--- src/rtl/quadrilatero_pkg.sv ---
// quadrilatero_pkg: shared types and sizes for the quadrilatero dispatch stage.
package quadrilatero_pkg;
    localparam int N_REGS                = 8;
    localparam int RW                    = $clog2(N_REGS);
    localparam int MAX_NUM_READ_OPERANDS = 3;
    localparam int OPW                   = $clog2(MAX_NUM_READ_OPERANDS);
    localparam int NUM_FU                = 3;
    localparam int RD_CNT_W              = 2;

    typedef enum logic [1:0] {SA = 2'd0, LSU = 2'd1, RF = 2'd2} execution_units_t;

    typedef enum logic {EMPTY, FULL} slot_state_t;

    typedef struct packed {
        logic [OPW-1:0]                            n_ops;
        logic [MAX_NUM_READ_OPERANDS-1:0][RW-1:0]  rd_regs;
        logic [RW-1:0]                             wb_reg;
        logic                                      wb_en;
        execution_units_t                          exec_unit;
        logic [1:0]                                datatype;
        logic                                      is_store;
        logic                                      is_float;
        logic [3:0]                                id;
    } dispatch_req_t;
endpackage

--- src/rtl/quadrilatero_scoreboard.sv ---
// quadrilatero_scoreboard: per-register write-busy bits and pending-read counters with hazard query.
module quadrilatero_scoreboard
    import quadrilatero_pkg::*;
(
    input  logic                             clk_i,
    input  logic                             rst_i,
    input  dispatch_req_t                    req_i,
    input  logic                             issue_i,
    input  logic [NUM_FU-1:0][N_REGS-1:0]    rd_done_i,
    input  logic [NUM_FU-1:0]                wb_done_valid_i,
    input  logic [NUM_FU-1:0][RW-1:0]        wb_done_reg_i,
    output logic                             hazard_o,
    output logic                             clear_next_o
);
    localparam logic [RD_CNT_W:0] CNT_MAX = (RD_CNT_W+1)'((1 << RD_CNT_W) - 1);

    logic [N_REGS-1:0]                busy_w, busy_n, busy_set, busy_clr;
    logic [N_REGS-1:0][RD_CNT_W-1:0]  rd_cnt, rd_cnt_n;
    logic [N_REGS-1:0][RD_CNT_W:0]    add, rel, sum;

    always_comb begin
        add      = '0;
        rel      = '0;
        sum      = '0;
        busy_set = '0;
        busy_clr = '0;
        hazard_o = 1'b0;
        rd_cnt_n = '0;
        for (int i = 0; i < MAX_NUM_READ_OPERANDS; i++)
            if (OPW'(i) < req_i.n_ops)
                add[req_i.rd_regs[i]] = add[req_i.rd_regs[i]] + 1'b1;
        for (int f = 0; f < NUM_FU; f++) begin
            if (wb_done_valid_i[f])
                busy_clr[wb_done_reg_i[f]] = 1'b1;
            for (int r = 0; r < N_REGS; r++)
                rel[r] = rel[r] + {{RD_CNT_W{1'b0}}, rd_done_i[f][r]};
        end
        busy_set[req_i.wb_reg] = issue_i && req_i.wb_en;
        // a read that would push its counter past the top is treated like a busy register
        for (int r = 0; r < N_REGS; r++) begin
            hazard_o = hazard_o || ((add[r] != '0) && (busy_w[r] || ({1'b0, rd_cnt[r]} + add[r] > CNT_MAX)));
            sum[r] = {1'b0, rd_cnt[r]} + (issue_i ? add[r] : '0);
            rd_cnt_n[r] = (sum[r] > rel[r]) ? RD_CNT_W'(sum[r] - rel[r]) : '0;
        end
        hazard_o = hazard_o || (req_i.wb_en && (busy_w[req_i.wb_reg] || rd_cnt[req_i.wb_reg] != '0));
        busy_n = (busy_w & ~busy_clr) | busy_set;
        clear_next_o = (busy_n == '0) && (rd_cnt_n == '0);
    end

    always_ff @(posedge clk_i or posedge rst_i) begin
        if (rst_i) begin
            busy_w <= '0;
            rd_cnt <= '0;
        end else begin
            busy_w <= busy_n;
            rd_cnt <= rd_cnt_n;
        end
    end

    always @(posedge clk_i) begin
        if (!rst_i) begin
            for (int f = 0; f < NUM_FU; f++)
                assert (!wb_done_valid_i[f] || busy_w[wb_done_reg_i[f]])
                    else $warning("writeback release of a register that is not busy");
            for (int r = 0; r < N_REGS; r++)
                assert (rel[r] <= sum[r])
                    else $warning("read release of a register with no pending reads");
        end
    end
endmodule

--- src/rtl/quadrilatero_dispatcher.sv ---
// quadrilatero_dispatcher: one-slot in-order issue stage with scoreboard hazard checks.
// Define QUADRILATERO_DISPATCH_PERF_EN to add issue/stall performance counters.
module quadrilatero_dispatcher
    import quadrilatero_pkg::*;
(
    input  logic                             clk_i,
    input  logic                             rst_i,
    input  logic                             instr_valid_i,
    output logic                             instr_ready_o,
    input  dispatch_req_t                    instr_i,
    output logic [NUM_FU-1:0]                issue_valid_o,
    input  logic [NUM_FU-1:0]                issue_ready_i,
    output dispatch_req_t                    issue_o,
    input  logic [NUM_FU-1:0][N_REGS-1:0]    rd_done_i,
    input  logic [NUM_FU-1:0]                wb_done_valid_i,
    input  logic [NUM_FU-1:0][RW-1:0]        wb_done_reg_i,
    output logic                             idle_o
`ifdef QUADRILATERO_DISPATCH_PERF_EN
    ,
    output logic [31:0]                      perf_issued_o,
    output logic [31:0]                      perf_hazard_stall_o,
    output logic [31:0]                      perf_fu_stall_o
`endif
);
    slot_state_t state;
    logic full, hazard, fire, accept, load, empty_n, sb_clear_next;

    always_comb begin
        full          = state == FULL;
        issue_valid_o = (full && !hazard) ? NUM_FU'(1 << issue_o.exec_unit) : '0;
        fire          = |(issue_valid_o & issue_ready_i);
        instr_ready_o = !full || fire;
        accept        = instr_valid_i && instr_ready_o;
        load          = accept && (int'(instr_i.exec_unit) < NUM_FU);
        empty_n       = instr_ready_o ? !load : 1'b0;
    end

    always_ff @(posedge clk_i or posedge rst_i) begin
        if (rst_i) begin
            state   <= EMPTY;
            issue_o <= '0;
            idle_o  <= 1'b1;
        end else begin
            if (instr_ready_o) begin
                state   <= load ? FULL : EMPTY;
                issue_o <= load ? instr_i : '0;
            end
            idle_o <= empty_n && sb_clear_next;
        end
    end

    quadrilatero_scoreboard u_scoreboard (
        .clk_i           (clk_i),
        .rst_i           (rst_i),
        .req_i           (issue_o),
        .issue_i         (fire),
        .rd_done_i       (rd_done_i),
        .wb_done_valid_i (wb_done_valid_i),
        .wb_done_reg_i   (wb_done_reg_i),
        .hazard_o        (hazard),
        .clear_next_o    (sb_clear_next)
    );

`ifdef QUADRILATERO_DISPATCH_PERF_EN
    always_ff @(posedge clk_i or posedge rst_i) begin
        if (rst_i) begin
            perf_issued_o       <= '0;
            perf_hazard_stall_o <= '0;
            perf_fu_stall_o     <= '0;
        end else begin
            perf_issued_o       <= perf_issued_o + 32'(fire);
            perf_hazard_stall_o <= perf_hazard_stall_o + 32'(full && hazard);
            perf_fu_stall_o     <= perf_fu_stall_o + 32'(|(issue_valid_o & ~issue_ready_i));
        end
    end
`endif

    always @(posedge clk_i) begin
        if (!rst_i && accept)
            assert (int'(instr_i.exec_unit) < NUM_FU)
                else $error("instruction with unknown exec_unit dropped");
    end
endmodule

--- config.mk ---
export PLATFORM = sky130hd
export DESIGN_NAME = quadrilatero_dispatcher
export DESIGN_NICKNAME = d
export VERILOG_FILES = /design/src/rtl/quadrilatero_pkg.sv /design/src/rtl/quadrilatero_scoreboard.sv /design/src/rtl/quadrilatero_dispatcher.sv
export SDC_FILE = /design/constraint.sdc
export NUM_CORES = 1
export LEC_CHECK = 0
export ABC_CLOCK_PERIOD_IN_PS = 11200
export CORE_MARGIN = 4
export CORE_UTILIZATION = 57
export DETAILED_ROUTE_END_ITERATION = 16
export PLACE_DENSITY = 0.82
export SKIP_CTS_REPAIR_TIMING = 1
export SLEW_MARGIN = 20
export SYNTH_ARGS = -nofsm -noshare
export SYNTH_HDL_FRONTEND = slang
export SYNTH_SLANG_ARGS = --single-unit
export TNS_END_PERCENT = 50
--- constraint.sdc ---
create_clock -name clk_i -period 11.2 [get_ports clk_i]
set_clock_uncertainty 0.15 [all_clocks]
set_input_delay 2.24 -clock clk_i [delete_from_list [all_inputs] [get_ports clk_i]]
set_output_delay 2.24 -clock clk_i [all_outputs]
set_load 0.005 [all_outputs]
Yosys cells after proc, flatten, opt, wreduce, memory -nomap -nowiden
Memory sizes are Yosys's and may differ from the RTL's.
Index checks and enable logic that the tools add are counted.
W data, S select, Z words.
{"block": "totals", "regBits": 51, "rom_bits": 24, "output_inout_bits": 30, "wordCells": 215, "mem_count": 1}
{"block": "classes", "addsub": 43, "magnitude_cmp": 34, "shift": 1, "n_mux": 51, "bitwise": 8, "reduce_logical": 55}
{"name": "(name not given)", "words": 8, "width": 3, "read_ports": 1, "rd_ports_with_merged_regs": 0, "wr": 0, "line_no": "quadrilatero_scoreboard.sv:31", "source": "add[req_i.rd_regs[i]] = add[req_i.rd_regs[i]] + 1'b1;"}
{"cell": "$mux W24", "count": 3}
{"cell": "$add A2 B3 Y3", "count": 16}
{"cell": "$bwmux W24", "count": 2}
{"cell": "$mux W3", "count": 15}
{"cell": "$lt A3 B4 Y1 const B", "count": 7}
{"cell": "$demux W3 S3", "count": 3}
{"cell": "$mux W25", "count": 1}
{"cell": "$add A2 B1 Y3", "count": 8}
{"cell": "$and A24 B24 Y24", "count": 1}
{"cell": "$gt A3 B2 Y1 const B", "count": 8}
{"cell": "$gt A3 B3 Y1", "count": 8}
{"cell": "$mux W8", "count": 3}
{"cell": "$or A8 B8 Y8", "count": 3}
{"cell": "$reduce_bool A3 Y1", "count": 8}
{"cell": "$logic_and A1 B1 Y1", "count": 22}
{"cell": "$ge A3 B1 Y1 const B", "count": 7}
{"cell": "$bmux W3 S3", "count": 2}
{"cell": "$logic_or A1 B1 Y1", "count": 18}
{"cell": "$mux W2", "count": 9}
{"cell": "$add A1 B1 Y2", "count": 8}
{"cell": "$and A8 B8 Y8", "count": 2}
{"cell": "$logic_not A16 Y1", "count": 1}
{"cell": "$sub A2 B2 Y2", "count": 8}
{"cell": "$demux W1 S3", "count": 4}
{"cell": "14 further kinds", "count": 25}

Logic depth before layout (Yosys ltp)
Gate-level depths: netlist (run 1).
{"block": "logic_depth", "depth_word": 40, "depth_mapped": 36, "depth_no_buf": 31}

By module
Synthesis (run 1) repeated with hierarchy kept, for this count alone.
{"block": "hier_totals", "cells_unflattened": 609, "hier_area_um2": 5183.7}
{"mod": "quadrilatero_scoreboard", "n_inst": 1, "cells_each": 481, "area_per_inst_um2": 3837.4, "seq_area_each_um2": 600.6}
{"mod": "quadrilatero_dispatcher", "n_inst": 1, "cells_each": 128, "area_per_inst_um2": 1346.3, "seq_area_each_um2": 676.9}

Least setup slack after synthesis (run 1)
OpenSTA, ideal clock, no wires.
{"block": "synth_path", "path_kind": "register -> register", "startpoint": "register issue_o[17] in the netlist's numbering", "endpoint": "register idle_o", "setup_ns": 0.090, "arrival_ns": 7.360, "t_required_ns": 10.960, "path_slack_ns": 3.600, "path_stages_with_launch": 35, "period_less_slack_ns": 7.600, "cell_sequence": "dfrtp_1 > buf_6 > or4b_4 > a311o_1 > a21oi_2 > o21a_2 > nor3_1 > buf_2 > ha_1 > clkbuf_1 > nand2_1 > o31ai_1 > ha_1 > nand2_1 > a211oi_1 > or4_1 > o2111a_1 > o22ai_1 > nand3_1 > or2_2 > nor2_1 > clkbuf_1 > and3_1 > ha_1 > inv_1 > fa_1 > inv_1 > ha_1 > nor2b_1 > o21ai_0 > nand3b_1 > mux2i_1 > o211ai_1 > a2111o_1 > nor4_2"}
{"block": "synth_between", "elab_chain_len": 35, "word_cells_on_any_way": 120, "classes_between": "26 x add/sub; 18 x order compare; 28 x mux; 3 x bitwise; 45 x reduce/logical"}
{"element": "start: declaration", "line_no": "quadrilatero_dispatcher.sv:13", "source": "output dispatch_req_t issue_o,"}
{"element": "start signal: assignment", "line_no": "quadrilatero_dispatcher.sv:46", "source": "issue_o <= load ? instr_i : '0;"}
{"element": "branches (longest 4 deep; another with $add A3 B1 Y3)"}
{"element": "$bwmux W24 (*)", "line_no": "quadrilatero_scoreboard.sv:31"}
{"element": "$mux W24 (*)", "line_no": "quadrilatero_scoreboard.sv:30", "source": "if (OPW'(i) < req_i.n_ops)"}
{"element": "$bmux W3 S3", "line_no": "quadrilatero_scoreboard.sv:31"}
{"element": "$mux W3 (not written as such)", "line_no": "quadrilatero_scoreboard.sv:31"}
{"element": "$add A3 B1 Y3", "line_no": "quadrilatero_scoreboard.sv:31"}
{"element": "$bwmux W24", "line_no": "quadrilatero_scoreboard.sv:31"}
{"element": "$mux W24 (*)", "line_no": "quadrilatero_scoreboard.sv:30"}
{"element": "[16 not listed]"}
{"element": "$reduce_or A3 Y1", "line_no": "quadrilatero_dispatcher.sv:31", "source": "fire = |(issue_valid_o & issue_ready_i);"}
{"element": "$mux W3", "line_no": "quadrilatero_scoreboard.sv:42", "source": "sum[r] = {1'b0, rd_cnt[r]} + (issue_i ? add[r] : '0);"}
{"element": "$add A2 B3 Y3", "line_no": "quadrilatero_scoreboard.sv:42"}
{"element": "$gt A3 B3 Y1 or $sub A2 B2 Y2 (tied branches)", "line_no": "quadrilatero_scoreboard.sv:43", "source": "rd_cnt_n[r] = (sum[r] > rel[r]) ? RD_CNT_W'(sum[r] - rel[r]) : '0;"}
{"element": "$mux W2", "line_no": "quadrilatero_scoreboard.sv:43"}
{"element": "$logic_not A16 Y1", "line_no": "quadrilatero_scoreboard.sv:47", "source": "clear_next_o = (busy_n == '0) && (rd_cnt_n == '0);"}
{"element": "$logic_and A1 B1 Y1", "line_no": "quadrilatero_scoreboard.sv:47"}
{"element": "$logic_and A1 B1 Y1 (*)", "line_no": "quadrilatero_dispatcher.sv:48", "source": "idle_o <= empty_n && sb_clear_next;"}
{"element": "end signal: assignment", "line_no": "quadrilatero_dispatcher.sv:48"}
{"element": "end: declaration", "line_no": "quadrilatero_dispatcher.sv:17", "source": "output logic idle_o"}
Mark *: on every way between the ends. The select of a mux whose other input is x is not followed.
A chain may end at the register's enable or synchronous reset.

Worst setup path after layout (run 1)
{"block": "layout_path", "startpoint": "register issue_o[24] in the netlist's numbering", "endpoint": "output port instr_ready_o"}
{"block": "layout_between", "elab_chain_len": 30, "word_cells_on_any_way": 68, "classes_between": "10 x add/sub; 11 x order compare; 10 x mux; 1 x bitwise; 36 x reduce/logical"}
{"element": "$lt A1 B2 Y1", "line_no": "quadrilatero_scoreboard.sv:30"}
{"element": "$mux W24", "line_no": "quadrilatero_scoreboard.sv:30"}
{"element": "$bmux W3 S3", "line_no": "quadrilatero_scoreboard.sv:31"}
{"element": "$mux W3 (not written as such)", "line_no": "quadrilatero_scoreboard.sv:31"}
{"element": "$add A3 B1 Y3", "line_no": "quadrilatero_scoreboard.sv:31"}
{"element": "$bwmux W24", "line_no": "quadrilatero_scoreboard.sv:31"}
{"element": "$mux W24", "line_no": "quadrilatero_scoreboard.sv:30"}
{"element": "$bmux W3 S3", "line_no": "quadrilatero_scoreboard.sv:31"}
{"element": "[14 not listed]"}
{"element": "$logic_or A1 B1 Y1 (*)", "line_no": "quadrilatero_scoreboard.sv:41", "source": "hazard_o = hazard_o || ((add[r] != '0) && (busy_w[r] || ({1'b0, rd_cnt[r]} + add[r] > CNT_MAX)));"}
{"element": "$logic_or A1 B1 Y1 (*)", "line_no": "quadrilatero_scoreboard.sv:45", "source": "hazard_o = hazard_o || (req_i.wb_en && (busy_w[req_i.wb_reg] || rd_cnt[req_i.wb_reg] != '0));"}
{"element": "$logic_not A1 Y1 (*)", "line_no": "quadrilatero_dispatcher.sv:30", "source": "issue_valid_o = (full && !hazard) ? NUM_FU'(1 << issue_o.exec_unit) : '0;"}
{"element": "$logic_and A1 B1 Y1 (*)", "line_no": "quadrilatero_dispatcher.sv:30"}
{"element": "$mux W3 (*)", "line_no": "quadrilatero_dispatcher.sv:30"}
{"element": "$and A3 B3 Y3 (*)", "line_no": "quadrilatero_dispatcher.sv:31"}
{"element": "$reduce_or A3 Y1 (*)", "line_no": "quadrilatero_dispatcher.sv:31"}
{"element": "$logic_or A1 B1 Y1 (*)", "line_no": "quadrilatero_dispatcher.sv:32", "source": "instr_ready_o = !full || fire;"}
{"element": "end: declaration", "line_no": "quadrilatero_dispatcher.sv:9", "source": "output logic instr_ready_o,"}
Every way passes the cells marked *; elsewhere a longest branch is shown, timed or not. The select of a mux whose other input is x is not followed.

==> results of run 1 <==
## worst max-delay path by stage
stage / start / to / cells past startpoint
floorplan: issue_o[17] / idle_o / 34
global placement: issue_o[19] / instr_ready_o / 19
detailed placement: issue_o[24] / idle_o / 33
CTS: issue_o[24] / instr_ready_o / 20
global route: issue_o[24] / instr_ready_o / 20
finish: issue_o[24] / instr_ready_o / 19
## layout by cell type (no fill, tap or decap), types with 4 or more instances in the layout
master and instances:
and2_1 5, o22ai_1 5, or4_1 4, nand4b_1 5, mux2i_1 8, o2111ai_1 4
nor2b_1 19, xnor2_1 8, o31ai_1 12, xor2_1 8, dfrtp_1 50, a21boi_0 4
nor3_1 20, a22oi_1 5, ha_1 33, inv_1 72, nand3_1 52, clkbuf_8 5
and3_1 11, a311oi_1 4, o21a_1 5, clkdlybuf4s50_1 96, a31o_2 4, fa_1 16
a31oi_1 12, nand2_1 59, o21ai_0 58, nand4_1 21, o211ai_1 10, nand2b_1 9
a21oi_1 20, nand3b_1 4, a211oi_1 11, or3_1 6, nor4_1 7, buf_4 4
nor2_1 45, nor4_2 4
## cells in the mapped netlist, types with 6 or more instances
master     n  area share (%)
a211oi_1  11             1.5
a21oi_1   20             1.8
a31oi_1   12             1.3
and3_1    11             1.2
buf_2      7            0.62
clkbuf_1  23             1.5
dfrtp_1   50              22
fa_1      16             5.7
ha_1      33             7.3
inv_1     73             4.9
mux2i_1    8             1.4
nand2_1   59             3.9
nand2b_1   9             1.0
nand3_1   52             4.6
nand4_1   21             2.3
nor2_1    45             3.0
nor2b_1   19             2.1
nor3_1    20             1.8
nor4_1     7            0.78
o211ai_1  10             1.3
o21ai_0   58             5.1
o31ai_1   12             1.6
or3_1      6            0.67
xnor2_1    8             1.2
xor2_1     8             1.2
## worst register-to-register path, delay by kind of cell (launching register included)
family	cells	cell delay [ns]
simple gates	11	2.52
flops	1	0.93
buf+inv	5	0.70
compound gates	10	2.86
mux	1	0.16
fa+ha+maj	5	1.71
## per-stage QoR
step | utilization (%) | cells | hold slack (ns) | total power, mW
finish | 69.6 | 925 | 0.407 | 1.63
global route | 69.6 | 925 | 0.452 | 1.72
CTS | 69.5 | 925 | 0.407 | 1.59
detailed placement | 68.6 | 917 | 0.389 | 1.46
global placement | 68.6 | 917 | 0.381 | 1.43
floorplan | - | 720 | 0.382 | 1.06
## cell families after synthesis
kind of cell,Yosys count
AOI/OAI and AO/OA,191
and+or+nand+nor,289
DFF,51
adders and majority gates,49
muxes,10
xor gates and xnor gates,19
buffers and inverters,111
## registers in the layout, indices dropped and copies added (netlist names)
signal / count
full: 1
idle_o: 1
u_scoreboard.rd_cnt: 16
u_scoreboard.busy_w: 8
issue_o: 25
## routing by layer
layer	GRT usage (%)	part of all wire [%]
met1	45.7	39
met2	60.2	47
met3	5.76	9.6
met4	14.3	5.0
met5	0	0
## area by class of cell
class                      instances  area, sq um
clock buffer                       5         68.8
clock inverter                     3         26.3
fill                             781         2950
inverter                          75          283
multi-input combinational        558         3920
sequential                        51         1280
tap                              133          166
timing repair buffer             100          991
## power by group
group	total (mW)	internal, mW	switching [mW]	leakage (nW)
clock network	0.118	0.0462	0.0719	0.0491
registers	0.422	0.247	0.175	0.680
logic	1.09	0.423	0.663	1.97
==> results.sh, run 1 <==
export IMPL_status="finished clean"
export IMPL_cts_tree="yes"
export IMPL_row_count=36
export IMPL_slowest_stage="dfrtp_1"
export IMPL_core_area_sq_mm=0.00968
export IMPL_synth_top_family_by_area="simple AND/OR/NAND/NOR gates"
export IMPL_vias_per_cell=6.68
export IMPL_finalWirelength_um=20600
export IMPL_antenna_found_initial=0
export IMPL_clock_root_buffer="clkbuf_8"
export IMPL_slowest_delay_ns=0.93
export IMPL_worstPathCellList="o21ba_1 > a41oi_1 > o221ai_1 > inv_1 > nor3_1 > buf_4 > ha_1 > nand2_1 > o31ai_1 > ha_1 > nand2_1 > a211oi_1 > or4_1 > o2111a_1 > o22ai_1 > nand3_1 > o31ai_4 > buf_4 > clkdlybuf4s50_1"
export IMPL_synth_fp_nets=836
export IMPL_post_dp_hpwl_um=15900
export IMPL_synthAdderAreaFrac_pct=13.0
export IMPL_layout_min_cycle_time_ns=9.26
export IMPL_cts_max_path_buffers=2
export IMPL_critPathRequiredTime_ns=8.81
export IMPL_io_pins=97
export IMPL_grt_ovfl_total=0
export IMPL_synth_edf_count=0
export IMPL_cellLeakagePower_nw=2.70
export IMPL_r2r_slack_ns=2.11
export IMPL_antenna_cells=0
export IMPL_r2r_start="issue_o[24]"
export IMPL_synth_xor_area_share_pct=3.35
export IMPL_clock_latency_ns=0.33
export IMPL_hp_start="issue_o[6]"
export IMPL_ant_nets=0
export IMPL_arrival_ns=6.87
export IMPL_drc_errors=0
export IMPL_vias=6183
export IMPL_max_cap_violations=0
export IMPL_hp_class="register to register"
export IMPL_die_h_um=107
export IMPL_htreeDepth=2
export IMPL_cp_start_kind="register"
export IMPL_nets=907
export IMPL_timing_critical_path_buf_inv=4
export IMPL_setup_ws_ns=1.94
export IMPL_worstMarginPinSlew_ns=1.13
export IMPL_async_flop_share_pct=100
export IMPL_timing_fmax_ghz=0.108
export IMPL_drt_initial_drc_count=612
export IMPL_tns_ns=0
export IMPL_grt_max_degree=54
export IMPL_holdPathStages=2
export IMPL_synth_compound_area_share_pct=23.2
export IMPL_crit_family="compound AO/OA/AOI/OAI gates"
export IMPL_synth_mux_area_share_pct=2.02
export IMPL_wl_per_cell_um=22.2
export IMPL_cellPowerDensity_mw_per_mm2=241
export IMPL_rr_endpoint="idle_o"
export IMPL_die_area_sq_mm=0.0115
export IMPL_stdcell_area_sq_mm=0.00674
export IMPL_place_area_sq_mm=0.00664
export IMPL_grt_use_total_pct=35.7
export IMPL_yosysUniqueCellTypes=82
export IMPL_syn_to_final_growth_pct=19.5
export IMPL_setup_viol=0
export IMPL_ys_seq_area_share_pct=22.7
export IMPL_hold_violations=0
export IMPL_ir_worst_vdd_mv=0.180
export IMPL_synthCells=720
export IMPL_initial_core_util_pct=58.2
export IMPL_ys_ff_latch=51
export IMPL_yosys_warnings=0
export IMPL_drt_pass1_iter_count=5
export IMPL_drive_gt1_share_pct=4.80
export IMPL_ys_flop_type="dfrtp_1"
export IMPL_clkTransAtPathRegs_ns=0.10
export IMPL_rsz0062_at_grt="false"
export IMPL_path_class="register to primary output"
export IMPL_numCtsBuffers=5
export IMPL_rr_worst_depth=32
export IMPL_hold_end="issue_o[6]"
export IMPL_pre_cts_ws_ns=2.36
export IMPL_clock_sinks=51
export IMPL_synth_area_sq_mm=0.00564
export IMPL_crit_fanout=53
export IMPL_die_w_um=107
export IMPL_portBuffers=96
export IMPL_gp_congestion=1.04
export IMPL_grt_pass1_vias=6170
export IMPL_synth_simple_area_share_pct=27.9
export IMPL_maxSlewHeadroom_pct=24.3
export IMPL_grt_pass1_wl_um=32500
export IMPL_worstSetupEndpointType="primary output"
export IMPL_synth_avg_cell_area_sq_um=7.83
export IMPL_period_share_pct=82.7
export IMPL_finalMaxSlewViolations=0
Power figures use the tool's default switching activity.
==> inputs of run 2 (changes only) <==
Settings changed: ABC_CLOCK_PERIOD_IN_PS 11200 to 9100, CORE_UTILIZATION 57 to 55, PLACE_DENSITY 0.82 to 0.8.
Clock period 11.2 ns to 9.1 ns, I/O delays scaled along.
==> results.sh, run 2 (synthesized netlist as in run 1, its figures left out) <==
export IMPL_status="finished clean"
export IMPL_slowest_stage="dfrtp_1"
export IMPL_initial_core_util_pct=57.2
export IMPL_use_met2_pct=57.8
export IMPL_rsz0062_at_grt="false"
export IMPL_drc_errors=0
export IMPL_holdPathStages=2
export IMPL_regMostFlops="issue_o"
export IMPL_critPathRequiredTime_ns=7.13
export IMPL_die_w_um=109
export IMPL_use_met3_pct=5.03
export IMPL_rr_endpoint="idle_o"
export IMPL_cellPowerDensity_mw_per_mm2=301
export IMPL_antenna_found_initial=0
export IMPL_gp_congestion=0.980
export IMPL_cp_start_kind="register"
export IMPL_cp_common_cell="nand2_1"
export IMPL_drive_gt1_share_pct=7.71
export IMPL_grt_pass1_wl_um=32100
export IMPL_row_count=36
export IMPL_vias=6257
export IMPL_portBuffers=96
export IMPL_stdcell_count=950
export IMPL_wl_per_cell_um=21.1
export IMPL_r2r_start="issue_o[24]"
export IMPL_hold_end="issue_o[4]"
export IMPL_htreeDepth=2
export IMPL_tns_ns=0
export IMPL_arrival_ns=6.42
export IMPL_maxSlewHeadroom_pct=39.0
export IMPL_ant_nets=0
export IMPL_path_class="register to primary output"
export IMPL_drt_initial_drc_count=705
export IMPL_vias_per_cell=6.59
export IMPL_clkTransAtPathRegs_ns=0.10
export IMPL_busiest_layer="met2"
export IMPL_worstSetupEndpointType="primary output"
export IMPL_clock_sinks=51
export IMPL_worstPathCellList="o21ba_1 > a41oi_1 > o221ai_1 > inv_1 > nor3_1 > ha_1 > nand2_1 > nand2_1 > ha_1 > nand2_1 > a21oi_1 > a221o_1 > o21ai_0 > o2111ai_1 > o22ai_1 > nand3_1 > buf_4 > or2_2 > buf_4 > nor3_1 > clkdlybuf4s50_1"
export IMPL_grt_ovfl_total=0
export IMPL_period_share_pct=92.2
export IMPL_r2r_slack_ns=0.79
export IMPL_timing_fmax_ghz=0.119
export IMPL_crit_fanout=29
export IMPL_rr_worst_depth=33
export IMPL_finalWirelength_um=20000
export IMPL_clock_latency_ns=0.31
export IMPL_die_area_sq_mm=0.0119
export IMPL_largest_reg_flops=25
export IMPL_die_h_um=109
export IMPL_gr_usage_met1_pct=45.7
export IMPL_grt_pass1_vias=6191
export IMPL_syn_to_final_growth_pct=22.7
export IMPL_drt_pass1_iter_count=5
export IMPL_clock_root_buffer="clkbuf_8"
export IMPL_post_dp_hpwl_um=16100
export IMPL_hp_start="issue_o[4]"
export IMPL_max_cap_violations=0
export IMPL_holdWs_ns=0.405
export IMPL_core_area_sq_mm=0.00986
export IMPL_hp_class="register to register"
export IMPL_cellLeakagePower_nw=2.81
export IMPL_slowest_delay_ns=0.89
export IMPL_top_regs="issue_o (25), u_scoreboard.rd_cnt (16), u_scoreboard.busy_w (8)"
export IMPL_setup_viol=0
export IMPL_grt_max_degree=53
export IMPL_dp_cells=942
export IMPL_grt_use_total_pct=34.7
export IMPL_layout_common_cells="96 x clkdlybuf4s50_1, 72 x inv_1, 59 x nand2_1"
export IMPL_cts_tree="yes"
export IMPL_finalMaxSlewViolations=0
export IMPL_antenna_cells=0
export IMPL_numCtsBuffers=5
export IMPL_final_common_cell="clkdlybuf4s50_1"
export IMPL_nets=932
export IMPL_layout_min_cycle_time_ns=8.39
export IMPL_worstMarginPinSlew_ns=0.914
export IMPL_hold_violations=0
export IMPL_cts_max_path_buffers=2
export IMPL_ir_worst_vdd_mv=0.229
export IMPL_fin_util_pct=70.1
export IMPL_io_pins=97
run 2: cell count changes in the layout (fill, tap and decap cells not counted), sizes merged:
cell,delta
buf,+25
inv,-2
clkinvlp,+2
run 2: worst max-delay path, delay by kind of cell (launching register included):
kind            cells  cell delay, ns
compound gates      8            2.30
simple gates        7            1.19
buf+inv             4            1.02
flops               1            0.89
fa+ha+maj           2            0.70
run 2: how the worst max path moves through the flow:
| stage | cells after the start | from | slack [ns] | to |
|---|---|---|---|---|
| 2_1_floorplan | 34 | issue_o[17] | 1.50 | idle_o |
| 3_3_place_gp | 28 | issue_o[24] | 1.20 | idle_o |
| 3_5_place_dp | 33 | issue_o[24] | 0.98 | idle_o |
| 4_1_cts | 21 | issue_o[24] | 0.78 | issue_valid_o[1] |
| 5_1_grt | 33 | issue_o[24] | 0.15 | idle_o |
| 6_report | 21 | issue_o[24] | 0.71 | issue_valid_o[1] |
run 2: report_power, final:
group          internal [mW]  switching, mW  total (mW)
registers              0.304          0.196       0.501
logic                  0.598          0.852        1.45
clock network         0.0537         0.0804       0.134
total                  0.956           1.13        2.08
run 2: stage by stage:
step / power, mW / setup slack, ns / area, sq um
after floorplan: 1.30 / 1.50 / 5640
after global placement: 1.88 / 1.20 / 6830
after detailed placement: 1.91 / 0.979 / 6830
after CTS: 2.05 / 0.784 / 6920
after global routing: 2.24 / 0.148 / 6920
final: 2.08 / 0.706 / 6920
run 2: area by class of cell:
cell class,count,area (sq um)
tap,133,166
inverter,75,283
sequential,51,1280
fill,784,2950
multi-input combinational,558,3920
clock buffer,5,68.8
clock inverter,3,20.0
timing repair buffer,125,1180
run 2: metal layers:
metal / vias to the layer above / wire length [um] / share of wire (%)
met5: - / 0 / 0
met4: 0 / 848 / 4.2
met3: 82 / 2070 / 10
met2: 413 / 9360 / 47
met1: 2919 / 7740 / 39
li1: 2843 / - / -
